[config.mk]
export PLATFORM = sky130hd
export DESIGN_NAME = mycpu_wb_stage_flat
export DESIGN_NICKNAME = d
export VERILOG_FILES = /design/src/rtl/mycpu_wb_stage_if.sv /design/src/rtl/mycpu_wb_stage.sv /design/src/flat_wrapper.sv
export SDC_FILE = /design/constraint.sdc
export NUM_CORES = 1
export LEC_CHECK = 0
export ABC_AREA = 1
export CELL_PAD_IN_SITES_DETAIL_PLACEMENT = 1
export CELL_PAD_IN_SITES_GLOBAL_PLACEMENT = 2
export CORE_MARGIN = 3
export CORE_UTILIZATION = 21
export CTS_CLUSTER_DIAMETER = 100
export DETAILED_ROUTE_END_ITERATION = 10
export PLACE_DENSITY = 0.77
export SYNTH_ARGS = -nofsm -noshare
export SYNTH_HDL_FRONTEND = slang
export SYNTH_SLANG_ARGS = --single-unit
[constraint.sdc]
create_clock -name clk -period 1.6 [get_ports clk]
set_input_delay 0.16 -clock clk [delete_from_list [all_inputs] [get_ports clk]]
set_output_delay 0.16 -clock clk [all_outputs]
set_load 0.005 [all_outputs]
[src/rtl/mycpu_wb_stage_if.sv]
// rtl/mycpu_wb_stage_if.sv - MEM-to-WB pipeline bus with valid/allowin handshake
interface mycpu_wb_stage_if;
  logic        ms_valid;
  logic        ws_allowin;
  logic [31:0] ms_pc;
  logic [31:0] ms_alu_result;
  logic [31:0] ms_mem_rdata;
  logic [4:0]  ms_rt;
  logic [4:0]  ms_rd;
  logic        ms_C3;
  logic        ms_C4;
  logic        ms_C5;

  modport master (
    output ms_valid, ms_pc, ms_alu_result, ms_mem_rdata, ms_rt, ms_rd,
           ms_C3, ms_C4, ms_C5,
    input  ws_allowin
  );

  modport slave (
    input  ms_valid, ms_pc, ms_alu_result, ms_mem_rdata, ms_rt, ms_rd,
           ms_C3, ms_C4, ms_C5,
    output ws_allowin
  );
endinterface

[src/rtl/mycpu_wb_stage.sv]
// rtl/mycpu_wb_stage.sv - write-back stage: pipeline register, register-file write port, trace port
module mycpu_wb_stage #(
  parameter int COUNT_W       = 32,
  parameter int ZERO_SUPPRESS = 1
) (
  input  logic                 clk,
  input  logic                 rst,
  mycpu_wb_stage_if.slave      ms,
  input  logic                 trace_hold,
  output logic                 rf_wen,
  output logic [4:0]           rf_waddr,
  output logic [31:0]          rf_wdata,
  output logic [4:0]           ws_dest,
  output logic [31:0]          debug_wb_pc,
  output logic [3:0]           debug_wb_rf_wen,
  output logic [4:0]           debug_wb_rf_wnum,
  output logic [31:0]          debug_wb_rf_wdata,
  output logic [COUNT_W-1:0]   retire_count
);

  logic        ws_valid;
  logic [31:0] ws_pc;
  logic [31:0] ws_wdata;
  logic [4:0]  ws_waddr;
  logic        ws_regwrite;
  logic        ws_ready_go;
  logic        ws_accept;
  logic        ws_leave;
  logic        waddr_ok;

  assign ws_ready_go   = ~trace_hold;
  assign ms.ws_allowin = ~ws_valid | ws_ready_go;
  assign ws_accept     = ms.ms_valid & ms.ws_allowin;
  assign ws_leave      = ws_valid & ws_ready_go;

  always_ff @(posedge clk or negedge rst) begin
    if (!rst) begin
      ws_valid <= 1'b0;
    end else if (ms.ws_allowin) begin
      ws_valid <= ms.ms_valid;
    end
  end

  // Entry registers load only on a real accept so a held entry stays bit-stable.
  always_ff @(posedge clk or negedge rst) begin
    if (!rst) begin
      ws_pc       <= 32'd0;
      ws_wdata    <= 32'd0;
      ws_waddr    <= 5'd0;
      ws_regwrite <= 1'b0;
    end else if (ws_accept) begin
      ws_pc       <= ms.ms_pc;
      ws_waddr    <= ms.ms_C3 ? ms.ms_rt : ms.ms_rd;
      ws_wdata    <= ms.ms_C4 ? ms.ms_mem_rdata : ms.ms_alu_result;
      ws_regwrite <= ms.ms_C5;
    end
  end

  always_ff @(posedge clk or negedge rst) begin
    if (!rst) begin
      retire_count <= '0;
    end else if (ws_leave) begin
      retire_count <= retire_count + {{(COUNT_W-1){1'b0}}, 1'b1};
    end
  end

  // Register 0 is hard-wired zero; suppressing its writes keeps the trace clean.
  assign waddr_ok = (ws_waddr != 5'd0) || (ZERO_SUPPRESS == 0);
  assign rf_wen   = ws_leave & ws_regwrite & waddr_ok;
  assign rf_waddr = ws_waddr;
  assign rf_wdata = ws_wdata;
  assign ws_dest  = (ws_valid & ws_regwrite) ? ws_waddr : 5'd0;

  assign debug_wb_pc       = ws_pc;
  assign debug_wb_rf_wen   = {4{rf_wen}};
  assign debug_wb_rf_wnum  = rf_waddr;
  assign debug_wb_rf_wdata = rf_wdata;

endmodule

[src/flat_wrapper.sv]
// flat-port wrapper written by rule: the top's interface ports become plain ports
module mycpu_wb_stage_flat 
#(
  parameter int COUNT_W       = 32,
  parameter int ZERO_SUPPRESS = 1
)
  (clk, rst, trace_hold, rf_wen, rf_waddr, rf_wdata, ws_dest, debug_wb_pc, debug_wb_rf_wen, debug_wb_rf_wnum, debug_wb_rf_wdata, retire_count, ms_ms_valid, ms_ms_pc, ms_ms_alu_result, ms_ms_mem_rdata, ms_ms_rt, ms_ms_rd, ms_ms_C3, ms_ms_C4, ms_ms_C5, ms_ws_allowin);
  mycpu_wb_stage_if ms_i ();
  input  logic clk;
  input  logic rst;
  input  logic trace_hold;
  output logic rf_wen;
  output logic [4:0] rf_waddr;
  output logic [31:0] rf_wdata;
  output logic [4:0] ws_dest;
  output logic [31:0] debug_wb_pc;
  output logic [3:0] debug_wb_rf_wen;
  output logic [4:0] debug_wb_rf_wnum;
  output logic [31:0] debug_wb_rf_wdata;
  output logic [COUNT_W-1:0] retire_count;
  input wire logic [$bits(ms_i.ms_valid)-1:0] ms_ms_valid;
  input wire logic [$bits(ms_i.ms_pc)-1:0] ms_ms_pc;
  input wire logic [$bits(ms_i.ms_alu_result)-1:0] ms_ms_alu_result;
  input wire logic [$bits(ms_i.ms_mem_rdata)-1:0] ms_ms_mem_rdata;
  input wire logic [$bits(ms_i.ms_rt)-1:0] ms_ms_rt;
  input wire logic [$bits(ms_i.ms_rd)-1:0] ms_ms_rd;
  input wire logic [$bits(ms_i.ms_C3)-1:0] ms_ms_C3;
  input wire logic [$bits(ms_i.ms_C4)-1:0] ms_ms_C4;
  input wire logic [$bits(ms_i.ms_C5)-1:0] ms_ms_C5;
  output wire logic [$bits(ms_i.ws_allowin)-1:0] ms_ws_allowin;
  assign ms_i.ms_valid = ms_ms_valid;
  assign ms_i.ms_pc = ms_ms_pc;
  assign ms_i.ms_alu_result = ms_ms_alu_result;
  assign ms_i.ms_mem_rdata = ms_ms_mem_rdata;
  assign ms_i.ms_rt = ms_ms_rt;
  assign ms_i.ms_rd = ms_ms_rd;
  assign ms_i.ms_C3 = ms_ms_C3;
  assign ms_i.ms_C4 = ms_ms_C4;
  assign ms_i.ms_C5 = ms_ms_C5;
  assign ms_ws_allowin = ms_i.ws_allowin;
  mycpu_wb_stage #(.COUNT_W(COUNT_W), .ZERO_SUPPRESS(ZERO_SUPPRESS)) u_core (.clk(clk), .rst(rst), .ms(ms_i), .trace_hold(trace_hold), .rf_wen(rf_wen), .rf_waddr(rf_waddr), .rf_wdata(rf_wdata), .ws_dest(ws_dest), .debug_wb_pc(debug_wb_pc), .debug_wb_rf_wen(debug_wb_rf_wen), .debug_wb_rf_wnum(debug_wb_rf_wnum), .debug_wb_rf_wdata(debug_wb_rf_wdata), .retire_count(retire_count));
endmodule
* Word-level counts from Yosys, hierarchy flattened *
Index checks and enable logic that the tools add are counted.

storage, ports and cells
  flip-flop bits (word level) = 103
  bits of input ports = 113
  output and inout port bits = 149
  logic and storage cells = 19

cells by class
  add/subtract/negate cells = 1
  muxes and demuxes = 3
  bitwise gates (word level) = 8
  reductions and logical operators = 1

operators with widths
  cell                                            count
  adder 32 x 1 -> 32 bit (second input constant)  1
  two-way mux 32 bit                              1
  two-way mux 5 bit                               2
  bitwise AND 1 bit                               5
  nonzero test 5 bit                              1
  inverter 1 bit                                  2
  bitwise OR 1 bit                                1

* Depth between registers and ports, before layout *
Gate-level depths: netlist of run 1.

  word-level depth = 4
  mapped depth = 9
  depth with buffers taken out = 9

* Least setup slack after synthesis of run 1 *
OpenSTA, ideal clock, no wires.

  path kind = register to register
  start point = reg u_core.retire_count[0]
  end point = reg u_core.retire_count[28]
  setup time = 113 ps
  arrival time = 1290 ps
  data required time = 1487 ps
  path slack = 197 ps
  cell stages (with the launch flop) = 9
  buffers on the path = 0
  clock period less this slack = 1403 ps
  cell sequence = dfrtp_1 > ha_1 > nand3_1 > nor2_4 > nand3_2 > nor2_4 > nand3_1 > nand2_1 > inv_1

on the way
  longest elaborated chain between the ends = 1

RTL lines
  item                      RTL line              source
  start: declaration        mycpu_wb_stage.sv:18  output logic [COUNT_W-1:0] retire_count
  start signal: assignment  mycpu_wb_stage.sv:63  retire_count <= retire_count + {{(COUNT_W-1){1'b0}}, 1'b1};
  adder 32 x 1 -> 32 bit    mycpu_wb_stage.sv:63

No other way between the ends.
A chain may end at the register's enable or synchronous reset.

* Final worst setup path of run 1 *
  start point = reg u_core.ws_waddr[4] (netlist: u_core.debug_wb_rf_wnum[4])
  end point = out rf_wen

on the way
  longest elaborated chain between the ends = 2

RTL lines
  item                      RTL line              source
  start: declaration        mycpu_wb_stage.sv:24  logic [4:0] ws_waddr;
  start signal: assignment  mycpu_wb_stage.sv:53  ws_waddr <= ms.ms_C3 ? ms.ms_rt : ms.ms_rd;
  nonzero test 5 bit        mycpu_wb_stage.sv:68  assign waddr_ok = (ws_waddr != 5'd0) || (ZERO_SUPPRESS == 0);
  bitwise AND 1 bit         mycpu_wb_stage.sv:69  assign rf_wen = ws_leave & ws_regwrite & waddr_ok;
  end: declaration          flat_wrapper.sv:12    output logic rf_wen;

No other way between the ends.

==> results of run 1 <==
==> worst reg2reg max path, cell delays in order, from the launching register on <==
cell     delay (ps)
dfrtp_1         360
buf_6           100
buf_6            80
inv_2            30
nor2_4          140
buf_4           180
nand2_1         140
nor2_4          160
nand2_1          90
xnor2_1         120
==> per-layer routing <==
metal  up-vias  GRT usage  share of wire
li1       2467          -              -
met4         0     0.0323         0.0099
met2       170      0.233           0.49
met3        10     0.0392          0.069
met1      2333      0.168           0.43
met5         -          0              0
==> flip-flops by register name (all words and copies together) (netlist names) <==
register                  flops
u_core.debug_wb_pc           32
u_core.debug_wb_rf_wdata     32
u_core.debug_wb_rf_wnum       5
u_core.retire_count          32
u_core.ws_regwrite            1
u_core.ws_valid               1
==> power by group <==
part | internal (mW) | leakage (nW) | switching, mW
logic | 1.45 | 2.58 | 0.862
clock network | 1.47 | 0.167 | 1.05
registers | 2.94 | 1.28 | 0.305
==> final timing paths <==
path                            cells after the start                            to
max in group asynchronous                           3  u_core.debug_wb_rf_wdata[24]
min in group clk                                    3        u_core.debug_wb_pc[26]
worst max register to register                      9       u_core.retire_count[23]
worst min register to register                      2         u_core.debug_wb_pc[8]
worst max-delay path                                6                        rf_wen
worst min-delay path                                2        u_core.retire_count[7]
==> logic make-up (layout without fill, tap and decap cells) <==
group / Yosys count / after routing / synth area share
AO/OA/AOI/OAI: 75 / 75 / 0.0758
XOR/XNOR: 20 / 20 / 0.0339
adder cells (fa/ha/maj): 1 / 1 / 0.00242
buffers and inverters: 139 / 398 / 0.136
flip-flops: 103 / 103 / 0.499
AND/OR/NAND/NOR: 314 / 314 / 0.253
==> stage by stage <==
stage / hold WS (ps) / total power [mW] / cell area [µm²] / std cells / worst slack, ps
2_1_floorplan: -136 / 4.02 / 5170 / 652 / 197
3_3_place_gp: 80.2 / 5.52 / 8070 / 1202 / -170
3_5_place_dp: 89.0 / 5.56 / 8070 / 1202 / -225
4_1_cts: 235 / 8.22 / 8510 / 1227 / -112
5_1_grt: 272 / 8.61 / 8590 / 1230 / -134
6_report: 257 / 8.09 / 8590 / 1230 / -45.2
==> cell usage in the layout, fill, tap and decap left out, types with 2 or more instances in the layout <==
cell type / instances
o21ai_0: 63
buf_4: 36
inv_2: 6
buf_6: 10
o211ai_1: 5
inv_6: 2
nand4_1: 6
o21ai_1: 6
nor2_1: 24
nor2_4: 5
buf_12: 5
nand3b_1: 4
dfrtp_1: 102
xor2_1: 8
clkdlybuf4s15_1: 3
inv_1: 69
dlymetal6s2s_1: 2
nand2_1: 239
dlygate4sd2_1: 4
nand2_4: 2
clkbuf_16: 9
nor3_1: 5
nor2_2: 4
bufinv_16: 2
nand3_1: 15
xnor2_1: 12
clkdlybuf4s50_1: 244
nand2_2: 2
nand3_2: 5
clkbuf_8: 2
==> final cells by class <==
type                    instances  area, µm²
clock inverters                 5       86.3
inverters                      75        282
fillers                      2878      15200
well taps                     319        399
flip-flops and latches        103       2580
repair buffers                307       3040
multi-input cells             410       1950
clock buffers                  11        253
==> what timing repair did <==
item	in CTS	in global routing
endpoints found under the setup margin	11	27
resized for setup	46	18
buffers inserted	8	3
pin swaps	2	5
hold buffers	1	0
endpoints found under the hold margin	19	0
==> metrics.md, run 1 <==
| Metric | Value |
|---|---|
| Synth unique cells | 29 |
| Initial Util | 0.217 |
| Die width | 163 µm |
| Area of the core | 0.0238 mm² |
| Crit path DAT | 1490 ps |
| Antenna Cells | 0 |
| Gpl congestion | 0.755 |
| Wirelength, routed | 18000 µm |
| Number of DRC markers in iteration 0 | about 120 |
| # DRC | 0 |
| Most area-hungry cell type in the Yosys netlist | dfrtp_1 |
| Router iterations before antenna repair | 4 |
| Global-route wire length before repair | ~29000 µm |
| Critical path buffers and inverters | 4 |
| CTS buffer count | 9 |
| Power Dens Cells | about 940 mW/mm² |
| H-tree Lvls | 3 |
| RSZ-0062 raised after global routing | true |
| Final nets | 1020 |
| Post-synth ARST share | 1.00 |
| Reg2reg start | u_core.ws_valid |
| Worst-Skew Late Latency | 360 ps |
| Minimum clock period | 1650 ps |
| Gr usage total | 0.136 |
| Worst path cell trace | inv_2 -> nand3_2 -> o311ai_4 -> inv_2 -> buf_6 -> buf_6 |
| Main synth FF type | dfrtp_1 |
| Longest Clk Path Bufs | 2 |
| Grt total ovfl | 0 |
| Max incr delay on CP | 400 ps |
| Ranking of synthesized cells by area | dfrtp_1, nand2_1, buf_4 |
| Relative slew slack | 0.740 |
| Flops & latches, synth | roughly 100 |
| Pleak | approximately 4 nW |
| # setup viols final | 5 |
| Setup CP Type | flip-flop to output port |
| VDD IR-drop max | 0.434 mV |
| Startpoint Class | flip-flop |
| Final worst slack | -45.2 ps |
| Most common cell in the netlist | nand2_1 |
| Initial antenna violation count | 0 |
| PortBufs | 261 |
| Row Count | 56 |
| CP startpoint | u_core.debug_wb_rf_wnum[4] |
| CP Max Fanout | 3 |
| Layout Skew | 18.8 ps |
| Synth top cells by count | nand2_1, dfrtp_1, inv_1 |
| Final Util | 0.361 |
| Share of cells above drive strength 1 | 0.106 |
| Data required time of the worst path | 1440 ps |
| Outcome | complete, but fails checks |
| CTS sink cnt | approximately 100 |
| P&R area growth vs syn | 66.2% |
| Area fraction of the dominant cell type after synthesis | 0.499 |
| Clock slew at reported path FFs | approximately 90 ps |
| Routed vias/inst | around 4.0 |
| MaxCap Viol Count | 0 |
| Io pins | 262 |
| Die area | 0.0265 mm² |
| CTS tree | built |
| Syn nets | 766 |
| Max-slew violation count | 0 |
| Worst slew pin tran | 391 ps |
| Failing checks | setup timing |
| Hold Vio Cnt, Final | 0 |
| Crit-path slowest cell | dfrtp_1 |
| Cell Area, Synth | around 0.0052 mm² |
| DIE HEIGHT | roughly 160 µm |
| Ys Warns | 0 |
| Cells after synthesis | approximately 650 |
| Setup tns final | -216 ps |
| DR vias | 4980 |
| Post-synthesis sequential area ratio | 0.499 |
| Post-synth EDFFs | 0 |
| Wire per inst | 14.6 µm |
| Register-to-Register Setup Slack | 90 ps |
| Antenna Nets Post-Route | 0 |
| Worst setup EP type | output port |
| Largest net degree at the start of global routing | between 60 and 70 |
| Crit-path leading delay family | flip-flops |
| Worst min-delay path category | input pin to asynchronous set/reset pin |
| Fmax | 608 MHz |
| Syn Area/Cell | 7.93 µm² |
| Clock Tree Root | clkbuf_16 |
| Final worst-path cycle share | 1.03 |
| Vias in the first global route | 5464 |
| HPWL Detailed | 13900 µm |
No activity file was read; power rests on OpenSTA's default activity.
==> inputs of run 2 (changes only) <==
CELL_PAD_IN_SITES_DETAIL_PLACEMENT = 0   (was 1)
CELL_PAD_IN_SITES_GLOBAL_PLACEMENT = 1   (was 2)
CORE_UTILIZATION = 28   (was 21)
PLACE_DENSITY = 0.78   (was 0.77)
==> run 2 against run 1 <==
The run still ends with setup timing left. Setup slack better by 28 ps. Non-clock buffer count increased by 1. Maximum frequency is 1.7% higher. First-iteration DRC count is 110% higher. Critical endpoint unchanged. Largest cell class unchanged.
==> metrics.md, run 2 (synthesized netlist as in run 1, its figures left out) <==
| Metric | Value |
|---|---|
| Startpoint Class | flip-flop (unchanged) |
| Initial Util | 0.287 (was 0.217) |
| Number of DRC markers in iteration 0 | 237 (was 115) |
| Wire per inst | 14.6 µm (about the same) |
| Data required time of the worst path | 1440 ps (about the same) |
| # setup viols final | 3 (was 5) |
| H-tree Lvls | 3 (unchanged) |
| Worst-Skew Late Latency | 350 ps (was 360 ps) |
| Layout Skew | 10.3 ps (was 18.8 ps) |
| Pleak | 4.07 nW (was 4.03 nW) |
| Antenna Cells | 0 (unchanged) |
| CP Max Fanout | 4 (was 3) |
| Area of the core | 0.0180 mm² (was 0.0238 mm²) |
| Vias in the first global route | 4715 (was 5464) |
| RSZ-0062 raised after global routing | true (unchanged) |
| Die area | 0.0201 mm² (was 0.0265 mm²) |
| Routed vias/inst | 4.25 (was 4.05) |
| Grt total ovfl | 0 (unchanged) |
| Setup WS pre-CTS | -190 ps (was -225 ps) |
| Router iterations before antenna repair | 4 (unchanged) |
| Wirelength, routed | 16600 µm (was 18000 µm) |
| Global-route wire length before repair | 25400 µm (was 28700 µm) |
| Relative slew slack | 0.779 (was 0.740) |
| Crit path DAT | 1460 ps (was 1490 ps) |
| MaxCap Viol Count | 0 (unchanged) |
| Longest Clk Path Bufs | 2 (unchanged) |
| P&R area growth vs syn | 64.4% (was 66.2%) |
| Gpl congestion | 0.800 (was 0.755) |
| Io pins | 262 (unchanged) |
| Fmax | 618 MHz (was 608 MHz) |
| Most frequent cells in the layout | clkdlybuf4s50_1, nand2_1, dfrtp_1 (unchanged) |
| Initial antenna violation count | 0 (unchanged) |
| Final worst-path cycle share | 1.01 (was 1.03) |
| Failing checks | setup timing (unchanged) |
| Critical path buffers and inverters | 4 (unchanged) |
| CTS sink cnt | 103 (unchanged) |
| Die width | 142 µm (was 163 µm) |
| Cells after DPL | 1113 (was 1202) |
| Max-slew violation count | 0 (unchanged) |
| # DRC | 0 (unchanged) |
| DR vias | 4841 (was 4980) |
| Crit-path slowest cell | dfrtp_1 (unchanged) |
| Design Power | 8.15 mW (was 8.09 mW) |
| Power Dens Cells | 959 mW/mm² (was 942 mW/mm²) |
| Final nets | 1021 (was 1020) |
| # fillers | 1717 (was 2878) |
| Max incr delay on CP | 390 ps (was 400 ps) |
| CTS tree | built (unchanged) |
| Final worst slack | -17.3 ps (was -45.2 ps) |
| Largest net degree at the start of global routing | 65 (was 69) |
| HPWL Detailed | 13000 µm (was 13900 µm) |
| Row Count | 49 (was 56) |
| Outcome | complete, but fails checks (unchanged) |
| Worst min-delay path category | input pin to asynchronous set/reset pin (unchanged) |
| Most common cell after layout, fill and taps aside | clkdlybuf4s50_1 (unchanged) |
| Worst slew pin tran | 330 ps (was 391 ps) |
| Clock Tree Root | clkbuf_16 (unchanged) |
| DIE HEIGHT | 142 µm (was 163 µm) |
| Hold slack | 205 ps (was 257 ps) |
| Setup tns final | -45.1 ps (was -216 ps) |
| Worst path cell trace | inv_2 -> nand3_4 -> o311ai_4 -> inv_2 -> buf_6 -> buf_6 (was inv_2 -> nand3_2 -> o311ai_4 -> inv_2 -> buf_6 -> buf_6) |
| Minimum clock period | 1620 ps (was 1650 ps) |
| CTS buffer count | 9 (unchanged) |
| Non-Filler Instances | 1140 (was 1230) |
| Gr usage total | 0.163 (was 0.136) |
| Antenna Nets Post-Route | 0 (unchanged) |
| Worst setup EP type | output port (unchanged) |
| PortBufs | 261 (unchanged) |
| Share of cells above drive strength 1 | 0.104 (was 0.106) |
| Hold Vio Cnt, Final | 0 (unchanged) |
| Setup CP Type | flip-flop to output port (unchanged) |
| Clock slew at reported path FFs | 70 ps (was 90 ps) |
| Crit-path leading delay family | buffers and inverters (was flip-flops) |
| VDD IR-drop max | 0.468 mV (was 0.434 mV) |
-- run 2: changes by cell type in the layout (fill, tap and decap cells not counted), sizes merged --
cell,change
clkbuf,-1
clkinvlp,+1
dlymetal6s2s,+1
dlygate4sd2,+4
bufinv,+1
buf,+1
clkdlybuf4s50,-1
clkdlybuf4s15,-4
inv,-2
-- run 2: layout make-up --
class,count,area [µm²],area share
clock buffers,10,239,0.0281
clock inverters,5,106,0.0125
inverters,75,282,0.0331
multi-input cells,410,1950,0.229
flip-flops and latches,103,2580,0.304
well taps,229,287,0.0337
repair buffers,308,3050,0.359
-- run 2: power by group --
part	switching, mW	total, mW	leakage [nW]	internal (mW)
clock network	1.01	2.58	0.165	1.57
registers	0.300	3.24	1.28	2.94
logic	0.866	2.32	2.62	1.46
total	2.18	8.15	4.07	5.97
-- run 2: metrics by stage --
stage          utilization  cell area, µm²
6_report             0.471            8500
5_1_grt              0.471            8500
4_1_cts              0.466            8400
3_5_place_dp         0.443            7990
3_3_place_gp         0.443            7990
2_1_floorplan            -            5170
-- run 2: worst paths after layout --
kind	startpoint	to	slack, ps	cells after the start
max in group asynchronous	rst	u_core.debug_wb_pc[19]	870	3
hold / removal	rst	u_core.ws_regwrite	200	2
min in group clk	ms_ms_pc[14]	u_core.debug_wb_pc[14]	330	3
setup / recovery	u_core.debug_wb_rf_wnum[0]	rf_wen	-20	6
hold reg to reg	u_core.debug_wb_pc[29]	u_core.debug_wb_pc[29]	480	2
setup reg to reg	u_core.retire_count[1]	u_core.retire_count[26]	150	8
-- run 2: timing repair --
action                                  in CTS  in global routing
buffers inserted                             7                  4
endpoints found under the setup margin      11                 13
endpoints found under the hold margin      103                  0
pin swaps                                    3                  5
resized for setup                           40                 17
cloned                                       0                  0
hold buffers                                 1                  0
-- run 2: layer usage --
layer,share of wire,vias to the layer above,track usage
met2,0.48,181,0.272
met5,0,-,0
met4,0.017,0,0.0535
met1,0.41,2166,0.193
met3,0.099,17,0.0634
li1,-,2477,-
